[src/rtl/bus_arbiter.sv]
// bus_arbiter: round-robin arbiter giving N_MASTERS native-bus masters access to one shared slave.
// Latency: one IDLE arbitration cycle, then the slave's own latency; back-to-back grants have one IDLE cycle between them.
// Backpressure: a master waits with valid held while another master owns the slave; requests are never dropped.
// Optional feature macro: ARB_TIMEOUT_EN adds a BUSY watchdog, the DRAIN state and the timeout_err port.
// Ports:
//   clk, rst     - single clock; asynchronous active-high reset
//   m_req        - N_MASTERS x {valid, address[31:0], wdata[31:0], wstrb[3:0]}, master 0 in the LSBs
//   m_resp       - N_MASTERS x {rdata[31:0], ready}, master 0 in the LSBs
//   s_req/s_resp - request to, and response from, the shared slave (same field layouts)
//   grant        - one-hot current owner; all-zero when idle
//   timeout_err  - one-cycle watchdog abort pulse (ARB_TIMEOUT_EN only)

`ifndef REQ_W
`define REQ_W 69
`endif
`ifndef RESP_W
`define RESP_W 33
`endif

module bus_arbiter #(
  parameter int N_MASTERS      = 2,
  parameter int TIMEOUT_CYCLES = 1024
) (
  input  logic                          clk,
  input  logic                          rst,
  input  logic [N_MASTERS*`REQ_W-1:0]   m_req,
  output logic [N_MASTERS*`RESP_W-1:0]  m_resp,
  output logic [`REQ_W-1:0]             s_req,
  input  logic [`RESP_W-1:0]            s_resp,
  output logic [N_MASTERS-1:0]          grant
`ifdef ARB_TIMEOUT_EN
  ,
  output logic                          timeout_err
`endif
);

  localparam int RQ   = `REQ_W;
  localparam int RS   = `RESP_W;
  localparam int IW   = $clog2(N_MASTERS);
  localparam int VBIT = RQ - 1;

  generate
    if (N_MASTERS < 2 || N_MASTERS > 8 || TIMEOUT_CYCLES < 1) begin : g_param_check
      $error("bus_arbiter: N_MASTERS must be 2..8 and TIMEOUT_CYCLES at least 1");
    end
  endgenerate

  typedef enum logic [1:0] {
    IDLE  = 2'd0,
    BUSY  = 2'd1
`ifdef ARB_TIMEOUT_EN
    ,
    DRAIN = 2'd2
`endif
  } state_t;

  state_t         state;
  logic [IW-1:0]  last;     // most recently completed master
  logic [IW-1:0]  owner;    // binary index matching the one-hot grant

  logic [N_MASTERS-1:0] req_vld;
  logic [IW-1:0]        win_idx;
  logic                 win_found;
  logic [RQ-1:0]        owner_req;
  logic                 s_rdy;

  assign s_rdy     = s_resp[0];
  assign owner_req = m_req[int'(owner)*RQ +: RQ];

  always_comb begin
    for (int i = 0; i < N_MASTERS; i++) begin
      req_vld[i] = m_req[i*RQ + VBIT];
    end
  end

  // Walk the masters starting just after the last completed one; first valid wins.
  always_comb begin
    win_idx   = '0;
    win_found = 1'b0;
    for (int k = 0; k < N_MASTERS; k++) begin
      int cand;
      cand = int'(last) + 1 + k;
      if (cand >= N_MASTERS) cand = cand - N_MASTERS;
      if (!win_found && req_vld[cand]) begin
        win_found = 1'b1;
        win_idx   = IW'(cand);
      end
    end
  end

`ifdef ARB_TIMEOUT_EN
  localparam int CW = $clog2(TIMEOUT_CYCLES + 1);

  logic [CW-1:0] wd_cnt;
  logic [RQ-1:0] drain_req;  // aborted request, replayed to the slave until it answers
  logic          wd_fire;

  // The counter holds the number of completed BUSY cycles without ready, so the
  // abort lands in the TIMEOUT_CYCLES-th such cycle.
  assign wd_fire     = (state == BUSY) && !s_rdy && (wd_cnt == CW'(TIMEOUT_CYCLES - 1));
  assign timeout_err = wd_fire;
`endif

  // Slave-side request mux.
  always_comb begin
    s_req = '0;
    if (state == BUSY) begin
      s_req = owner_req;
    end
`ifdef ARB_TIMEOUT_EN
    else if (state == DRAIN) begin
      s_req = drain_req;
    end
`endif
  end

  // Master-side response demux; only the owner ever sees a non-zero response.
  always_comb begin
    m_resp = '0;
    if (state == BUSY) begin
`ifdef ARB_TIMEOUT_EN
      if (wd_fire) begin
        m_resp[int'(owner)*RS +: RS] = {32'hDEADBEEF, 1'b1};
      end else begin
        m_resp[int'(owner)*RS +: RS] = s_resp;
      end
`else
      m_resp[int'(owner)*RS +: RS] = s_resp;
`endif
    end
  end

  always_ff @(posedge clk or posedge rst) begin
    if (rst) begin
      state <= IDLE;
      grant <= '0;
      owner <= '0;
      last  <= IW'(N_MASTERS - 1);
`ifdef ARB_TIMEOUT_EN
      wd_cnt    <= '0;
      drain_req <= '0;
`endif
    end else begin
      case (state)
        IDLE: begin
          if (win_found) begin
            grant <= {{(N_MASTERS-1){1'b0}}, 1'b1} << win_idx;
            owner <= win_idx;
            state <= BUSY;
`ifdef ARB_TIMEOUT_EN
            wd_cnt <= '0;
`endif
          end
        end
        BUSY: begin
          // A master dropping valid early does not release the grant; only ready (or the watchdog) does.
          if (s_rdy) begin
            last  <= owner;
            grant <= '0;
            state <= IDLE;
          end
`ifdef ARB_TIMEOUT_EN
          else if (wd_fire) begin
            last      <= owner;
            grant     <= '0;
            drain_req <= owner_req;
            state     <= DRAIN;
          end else begin
            wd_cnt <= wd_cnt + 1'b1;
          end
`endif
        end
`ifdef ARB_TIMEOUT_EN
        DRAIN: begin
          // The late slave response is swallowed here; the master was already answered.
          if (s_rdy) begin
            state <= IDLE;
          end
        end
`endif
        default: begin
          state <= IDLE;
          grant <= '0;
        end
      endcase
    end
  end

endmodule

[config.mk]
export PLATFORM = sky130hd
export DESIGN_NAME = bus_arbiter
export DESIGN_NICKNAME = d
export VERILOG_FILES = /design/src/rtl/bus_arbiter.sv
export SDC_FILE = /design/constraint.sdc
export NUM_CORES = 1
export LEC_CHECK = 0
export CAP_MARGIN = 20
export CORE_AREA = 4 4 119 121
export CTS_BUF_LIST = sky130_fd_sc_hd__clkbuf_2
export CTS_CLUSTER_SIZE = 24
export DETAILED_ROUTE_END_ITERATION = 16
export DIE_AREA = 0 0 123 125
export GPL_ROUTABILITY_DRIVEN = 1
export HOLD_SLACK_MARGIN = 0.15
export PLACE_DENSITY = 0.65
export SYNTH_ARGS = -nofsm -noshare
export SYNTH_HDL_FRONTEND = slang
export SYNTH_SLANG_ARGS = --single-unit
[constraint.sdc]
create_clock -name clk -period 1.05 [get_ports clk]
set_input_delay 0.1575 -clock clk [delete_from_list [all_inputs] [get_ports clk]]
set_output_delay 0.1575 -clock clk [all_outputs]
set_load 0.01 [all_outputs]
-- Yosys cells after proc, flatten, opt, wreduce, memory -nomap -nowiden
Cells that the tools add are included.
- word-level logic and storage cells: 48
- bits of input ports: 173
- register bits: 6
- bitwise gates (word level): 1
- reductions and logical operators: 6
- shifts and indexed selects: 4
- multiplexer cells: 19
- $mul: 2
- add/subtract/negate cells: 5
- equal/unequal tests: 3
- order comparisons: 4
- operator list (cell ; number):
    138-bit by 9-bit variable part select with 69-bit output ; 1
    69-bit two-way mux ; 1
    66-bit AND ; 1
    66-bit two-way mux ; 1
    33-bit by 33-bit variable shift with 66-bit output (first input constant) ; 1
    33-bit by 33-bit variable part select with 66-bit output ; 1
    32-bit by 3-bit less-than comparator with 1-bit output (second input constant) ; 2
    32-bit two-way mux ; 2
    7-bit negator with 33-bit output ; 1
    32-bit by 3-bit >= comparator with 1-bit output (second input constant) ; 1
    32-bit by 3-bit subtractor with 32-bit output (second input constant) ; 1
    1-bit two-way mux ; 10
    1-bit by 7-bit multiplier with 8-bit output (second input constant) ; 1
    2-bit case mux with 2 select lines ; 2
    1-bit by 6-bit multiplier with 7-bit output (second input constant) ; 1
    2-bit two-way mux ; 3
    2-bit AND reduction ; 3
    2-bit != test (second input constant) ; 2
    3-bit by 2-bit subtractor with 4-bit output (second input constant) ; 1
    2-bit by 1-bit adder with 3-bit output (second input constant) ; 1
    3-bit by 2-bit >= comparator with 1-bit output (second input constant) ; 1
    1-bit by 1-bit adder with 2-bit output (second input constant) ; 1
    2-bit by 1-bit equality test with 1-bit output (second input constant) ; 1
    2-bit zero test ; 1
    3 further kinds ; 3

-- Depth between registers and ports, before layout
Gate-level depths: netlist of run 1.
- depth after elaboration: 13
- depth in mapped cells: 5
- gate-level depth less buffers: 2

-- Worst setup path before layout of run 1
Ideal clock, no wire load.
- path kind: flip-flop to output port
- start: reg owner
- end: out s_req[21]
- setup slack: -150 ps
- data required time: 892 ps
- arrival time: 1043 ps
- stages on the path, launching flop included: 6
- path through: dfrtp_1 -> buf_4 -> buf_12 -> buf_12 -> mux2i_1 -> nor2_1
- word-level cells in the longest chain between the ends: 3
- RTL lines (element ; line ; text):
    start, declared ; 59 ; logic [IW-1:0] owner;
    start signal, assigned ; 148 ; owner <= win_idx;
    1-bit by 7-bit multiplier with 8-bit output ; 68 ; assign owner_req = m_req[int'(owner)*RQ +: RQ];
    138-bit by 9-bit variable part select with 69-bit output ; 68 ;
    69-bit two-way mux ; 107 ; if (state == BUSY) begin
    end, declared ; 28 ; output logic [`REQ_W-1:0] s_req,
Every way passes these cells.

-- Final worst setup path of run 1
- start: reg owner
- end: out m_resp[14]
- word-level cells in the longest chain between the ends: 5
- elaborated cells between the ends (all ways): 6
- classes of those cells: add/sub (1); mul (1); shift (2); mux (1); bitwise (1)
- RTL lines (element ; line ; text):
    1-bit by 6-bit multiplier with 7-bit output * ; 128 ; m_resp[int'(owner)*RS +: RS] = s_resp;
    7-bit negator with 33-bit output * ; 128 ;
    33-bit by 33-bit variable part select with 66-bit output or 33-bit by 33-bit variable shift with 66-bit output (tied branches) ; 128 ;
    66-bit AND (no line) * ; n/a ;
    66-bit two-way mux * ; 120 ; if (state == BUSY) begin
    end, declared ; 27 ; output logic [N_MASTERS*`RESP_W-1:0] m_resp,
Mark *: on every way between the ends. The rest lies on a longest branch, timed or not.

==> results_dict.tcl, run 1 <==
set metrics [dict create \
    outcome "complete, but fails checks" \
    violations "setup timing" \
    routed-via-count 3085 \
    grt_pass1_vias 3186 \
    antenna_found_initial 0 \
    setup_viol_count_final 139 \
    cts_tree "done" \
    rsz0062_at_grt "yes" \
    ys_seq_area_frac 0.07004 \
    clk_latency_ns 0.21 \
    clock-root-buffer "clkbuf_2" \
    core_um2 13090 \
    chipHeight_um 125 \
    htreeDepth 1 \
    crit_family "flip-flops" \
    relSlewSlack 0.8743 \
    fmax_ghz 0.6053 \
    worst-path-max-fanout 8 \
    track_usage 0.1389 \
    die-area_um2 15380 \
    yosys_warnings 0 \
    ir_worst_vdd_mv 0.4605 \
    viasPerCell 4.049 \
    hpwlAfterDp_um 9337 \
    drt_wl_total_um 12340 \
    cp.buffers_inverters 3 \
    ys_ff_latch 5 \
    synth_edf_count 0 \
    n_antenna_cell 0 \
    drc_errors 0 \
    nFillCells 1301 \
    finalCritPeriodShare 1.573 \
    p_per_area_nw_per_um2 1110 \
    end_kind "output pin" \
    firstDrtPassIters 4 \
    drv_cap 0 \
    synth.distinct_cells 22 \
    wl_per_cell_um 16.19 \
    post-place-ws_ns -0.6950 \
    crit_top_cell "buf_6" \
    grt_start_max_net_pins 48 \
    path_clk_slew_ns 0.05 \
    drive_above_1_share 0.4334 \
    netlist_area_um2 1804 \
    startpoint_type "register" \
    start_util 0.1379 \
    slowest_stage "dfrtp_4" \
    syn_nets 422 \
    syn_inst 249 \
    areaGrowthSynthToFinish_pct 206.7 \
    fin_crit_ns 1.652 \
    skew_ns 0.002851 \
    synth_flop_cell "dfrtp_1" \
    leakagePower_uw 0.002698 \
    required_ns 0.89 \
    arrival_ns 1.49 \
    port_buffers 309 \
    die_w_um 123 \
    drt.antenna.violating_nets 0 \
    rows 42 \
    async_reset_ff_frac 1.000 \
    io_pins 310 \
    grt_first_pass_wirelength_um 17190 \
    final_common_cell "clkdlybuf4s50_1" \
    hold_class "reg2reg" \
    grt_overflow_total 0 \
    syn_area_per_cell_um2 7.246 \
    tightest_slew_ns 0.1849 \
    cts.path.max_buffers 2 \
    cts_inserted_buffers 3 \
    nNetsFinal 760 \
    clkSinkCount 5 \
    drt_iter0_drc 49 \
    final_cell_mix "172 x clkdlybuf4s50_1, 85 x buf_6, 72 x buf_2" \
    final.setup.tns_ns -67.90 \
    drv_slew 0 \
    hold_violations 0 \
    crit_type "reg2out" \
    gp_congestion 0.8953 \
    cp_cell_sequence "nor2b_4, buf_6, buf_6, and2_4, buf_6" \
    finalWorstSetupSlack_ns -0.6021 \
    cpPeakStageDelay_ns 0.55 \
]
[per-layer routing]
layer  routed length, um  GRT usage  share of wire  up-vias
met5                   0          0              0        -
met4                 129    0.01629          0.010        0
met3                 966    0.03026          0.078       12
met2                6909     0.2779           0.56      144
met1                4333     0.1494           0.35     1406
li1                    -          -              -     1523
[logic make-up (layout without fill, tap and decap cells)]
group | count (synthesis) | in the layout | share of synthesized area
and+or+nand+nor | 140 | 140 | 0.3884
muxes | 71 | 71 | 0.3939
buffers and inverters | 28 | 365 | 0.1227
AOI/OAI and AO/OA | 5 | 5 | 0.02497
DFF | 5 | 5 | 0.07005
[per-stage QoR]
step	utilization	cell area, um^2	cells	power (uW)	hold WS (ns)
after floorplan	-	1916	249	2638	-0.06471
after global placement	0.3963	5185	725	5009	0.3775
after detailed placement	0.3963	5185	725	5052	0.3815
after CTS	0.3956	5176	754	5644	0.4901
after global routing	0.4228	5533	762	6542	0.5227
final	0.4228	5533	762	6143	0.4848
[worst paths after layout]
kind,startpoint,to,slack (ns),cells after the start
setup / recovery,owner,m_resp[14],-0.60,5
setup reg to reg,owner,last,-0.29,5
hold reg to reg,grant[0],grant[0],0.48,1
hold / removal,grant[0],grant[0],0.48,1
min in group asynchronous,rst,owner,0.71,3
max in group asynchronous,rst,last,0.09,3
[synth_stat cells, types with 2 or more instances]
cell type  instances  share of area
clkbuf_1           7          0.015
buf_2              4          0.011
a32o_1             2          0.011
nand2_1            2         0.0042
buf_4              3          0.012
nor2_1            69           0.14
and3_1            33           0.11
and2_1            33           0.11
dfrtp_1            4          0.055
buf_12             5          0.055
clkbuf_2           6          0.017
mux2i_1           71           0.39
[worst reg2reg max path: cells and delay by family, from the launching register on]
kind / cells / cell delay (ns)
simple gates: 1 / 0.17
flops: 1 / 0.55
compound gates: 1 / 0.14
buf+inv: 3 / 0.40
[power by group]
group | internal, uW | switching [uW] | total [uW] | leakage, uW
Combinational | 3400 | 2260 | 5660 | 0.00262
Clock | 101 | 73.3 | 174 | 0.0000166
Sequential | 247 | 63.9 | 311 | 0.0000572
[sequential cells by signal (all words and copies together), names as in the netlist]
| name | cells |
|---|---|
| state | 1 |
| last | 1 |
| owner | 1 |
| grant | 2 |
[cell type report]
type                       count  area (um^2)  share of cell area
timing repair buffer         359         3450              0.6235
multi-input combinational    216         1704              0.3080
tap                          176        220.2             0.03980
sequential                     5        131.4             0.02374
clock buffer                   4        20.02            0.003618
inverter                       2        7.507            0.001357
[what timing repair did]
action,CTS,global route
pin swaps,8,25
gates resized for setup,575,119
hold endpoints to repair,4,0
hold buffers,1,0
buffers inserted,19,12
cloned,6,2
setup endpoints to repair,142,141
No activity file was read; power rests on OpenSTA's default activity.
==> run 2, diff against run 1 <==
- CTS_CLUSTER_SIZE: 24 -> unset
- GPL_ROUTABILITY_DRIVEN: 1 -> unset
==> results of run 2 <==
Same layout as run 1: the final DEF is identical, and so are final timing and power.
==> edit: new RTL, config.mk and constraints of run 2 <==
The macro `REQ_W` goes from 69 to 73.
--- a/src/rtl/bus_arbiter.sv
+++ b/src/rtl/bus_arbiter.sv
@@ -11,7 +11,7 @@
 //   timeout_err  - one-cycle watchdog abort pulse (ARB_TIMEOUT_EN only)
 
 `ifndef REQ_W
-`define REQ_W 69
+`define REQ_W 73
 `endif
 `ifndef RESP_W
 `define RESP_W 33
Interface: changed (resized m_req and s_req); port bits go from 310 to 322. No check against the original RTL was run, so the function may have changed too.
==> edit against run 2 <==
  * The flow still finishes with violations (negative setup slack)
  * Area after synthesis grew 0.14%
  * Wire length grew 3.0%
  * Setup slack lost 160 ps
  * Count of clock-buffer cells in the layout is the same
  * Power shrank 1.7%
  * Sequential share of layout area is essentially flat
  * Sequential cell count is the same
  * Register-to-register slack lost 110 ps
  * Final area is essentially flat
  * Clock skew grew 8.7 ps
  * Largest power group unchanged
  * Highest routed layer unchanged
==> edit: results (changes against run 2) <==
Run status
  – Failing checks: negative setup slack (unchanged)
  – Outcome: finished with violations (unchanged)

Routing
  – Met1 wire length: 4220 µm (was 4330 µm)
  – DR vias: 3225 (was 3085)
  – Detailed route wirelength on metal3: 1390 µm (was 966 µm)
  – DR iter-0 viols: 56 (was 49)
  – WL final: 12700 µm (was 12300 µm)

Finish
  – Filler cells: 1316 (was 1301)
  – Total Nets Final: 791 (was 760)
  – Layout cells sized above 1: 39.2% (was 43.3%)

Setup path
  – Data arrival, critical path: 1660 ps (was 1490 ps)
  – Cell family with most CP delay: buffers and inverters (was flip-flops)
  – Crit-path max FO: 8 (unchanged)
  – Critical Path Max Stage Delay: 500 ps (was 550 ps)

Logic synthesis
  – Synth Area in Compound Gates: 2.49% (was 2.50%)
  – Post-synth cell types: 21 (was 22)
  – Mux contribution to synthesized area: 41.6% (was 39.4%)
  – Post-synth net total: 439 (was 422)
  – Synth top area cells: mux2i_1 (42%), nor2_1 (15%), and2_1 (11%) (was mux2i_1 (39%), nor2_1 (14%), and2_1 (11%))

STA
  – Setup-failing EPs final: 144 (was 139)
  – Setup TNS: -82000 ps (was -67900 ps)
  – Worst-Margin Slew: 211 ps (was 185 ps)
  – Skew final: 11.5 ps (was 2.85 ps)
  – Worst Slack Setup Final: -763 ps (was -602 ps)

Global route
  – Routing usage on met2: 27.5% (was 27.8%)
  – Number of global-route vias before repair: 3249 (was 3186)
  – Met3 GRT Util: 4.92% (was 3.03%)
  – Pin count of the biggest net entering global routing: 34 (was 48)
  – Total track usage: 13.6% (was 13.9%)
  – Met1 usage: 13.1% (was 14.9%)
  – First-pass GRT wire length: 16900 µm (was 17200 µm)

Pwr
  – Leak pwr: 0.00283 µW (was 0.00270 µW)
  – Peak supply drop: 0.481 mV (was 0.460 mV)
  – Net Sw Frac: 40.1% (was 39.0%)

Worst hold path
  – Min-Delay Path Class: primary input to asynchronous set/reset pin (was flop to flop)

Clock tree
  – Clk slew on worst S/H paths: 70 ps (was 50 ps)
  – Post-CTS sizing: 217 (was 575)
  – Clk_lat worst skew: 230 ps (was 210 ps)
  – Setup Fix Bufs, Post-CTS: 10 (was 19)

Placement
  – Final HPWL DP: 9630 µm (was 9340 µm)
  – PortBufs: 321 (was 309)
  – Routability cong.: 0.810 (was 0.895)
[edit: cell count changes in the layout (fill, tap and decap cells not counted), moves of 9 or more]
cell / change
buf_6: -36
and2_1: +17
buf_4: +9
and2_4: -17
clkbuf_2: +9
buf_2: +19
[edit: power groups by stage]
stage | registers (µW) | clock network (µW) | logic [µW]
after floorplan | 267 | 0 | 2310
after CTS | 314 | 190 | 4870
after global routing | 288 | 210 | 5960
final | 283 | 187 | 5570
after detailed placement | 308 | 0 | 4940
after global placement | 303 | 0 | 4900
[edit: stage by stage]
stage	instance area, µm²	cells	setup WS (ps)	hold WS (ps)
after floorplan	1920	258	-148	-64.7
after global placement	5370	745	-673	443
after detailed placement	5370	745	-696	440
after CTS	5410	762	-893	189
after global routing	5540	785	-843	172
final	5540	785	-763	175
[edit: layout make-up]
| class | count | area, µm² | area share [%] |
|---|---|---|---|
| repair buffers | 374 | 3440 | 62.1 |
| clock buffers | 4 | 20.0 | 0.362 |
| inverters | 2 | 15.0 | 0.271 |
| multi-input cells | 224 | 1710 | 30.9 |
| flip-flops and latches | 5 | 131 | 2.37 |
| well taps | 176 | 220 | 3.98 |
[edit: final timing paths]
check | cells after the start | end | startpoint | slack, ps
min in group clk | 1 | grant[0]$_DFFE_PP0P_ | grant[0]$_DFFE_PP0P_ | 490
hold reg to reg | 1 | grant[0]$_DFFE_PP0P_ | grant[0]$_DFFE_PP0P_ | 490
setup reg to reg | 6 | last$_DFFE_PP1P_ | owner$_DFFE_PP0P_ | -400
max in group asynchronous | 2 | last$_DFFE_PP1P_ | rst | 610
setup / recovery | 7 | m_resp[24] | owner$_DFFE_PP0P_ | -760
hold / removal | 2 | grant[1]$_DFFE_PP0P_ | rst | 170
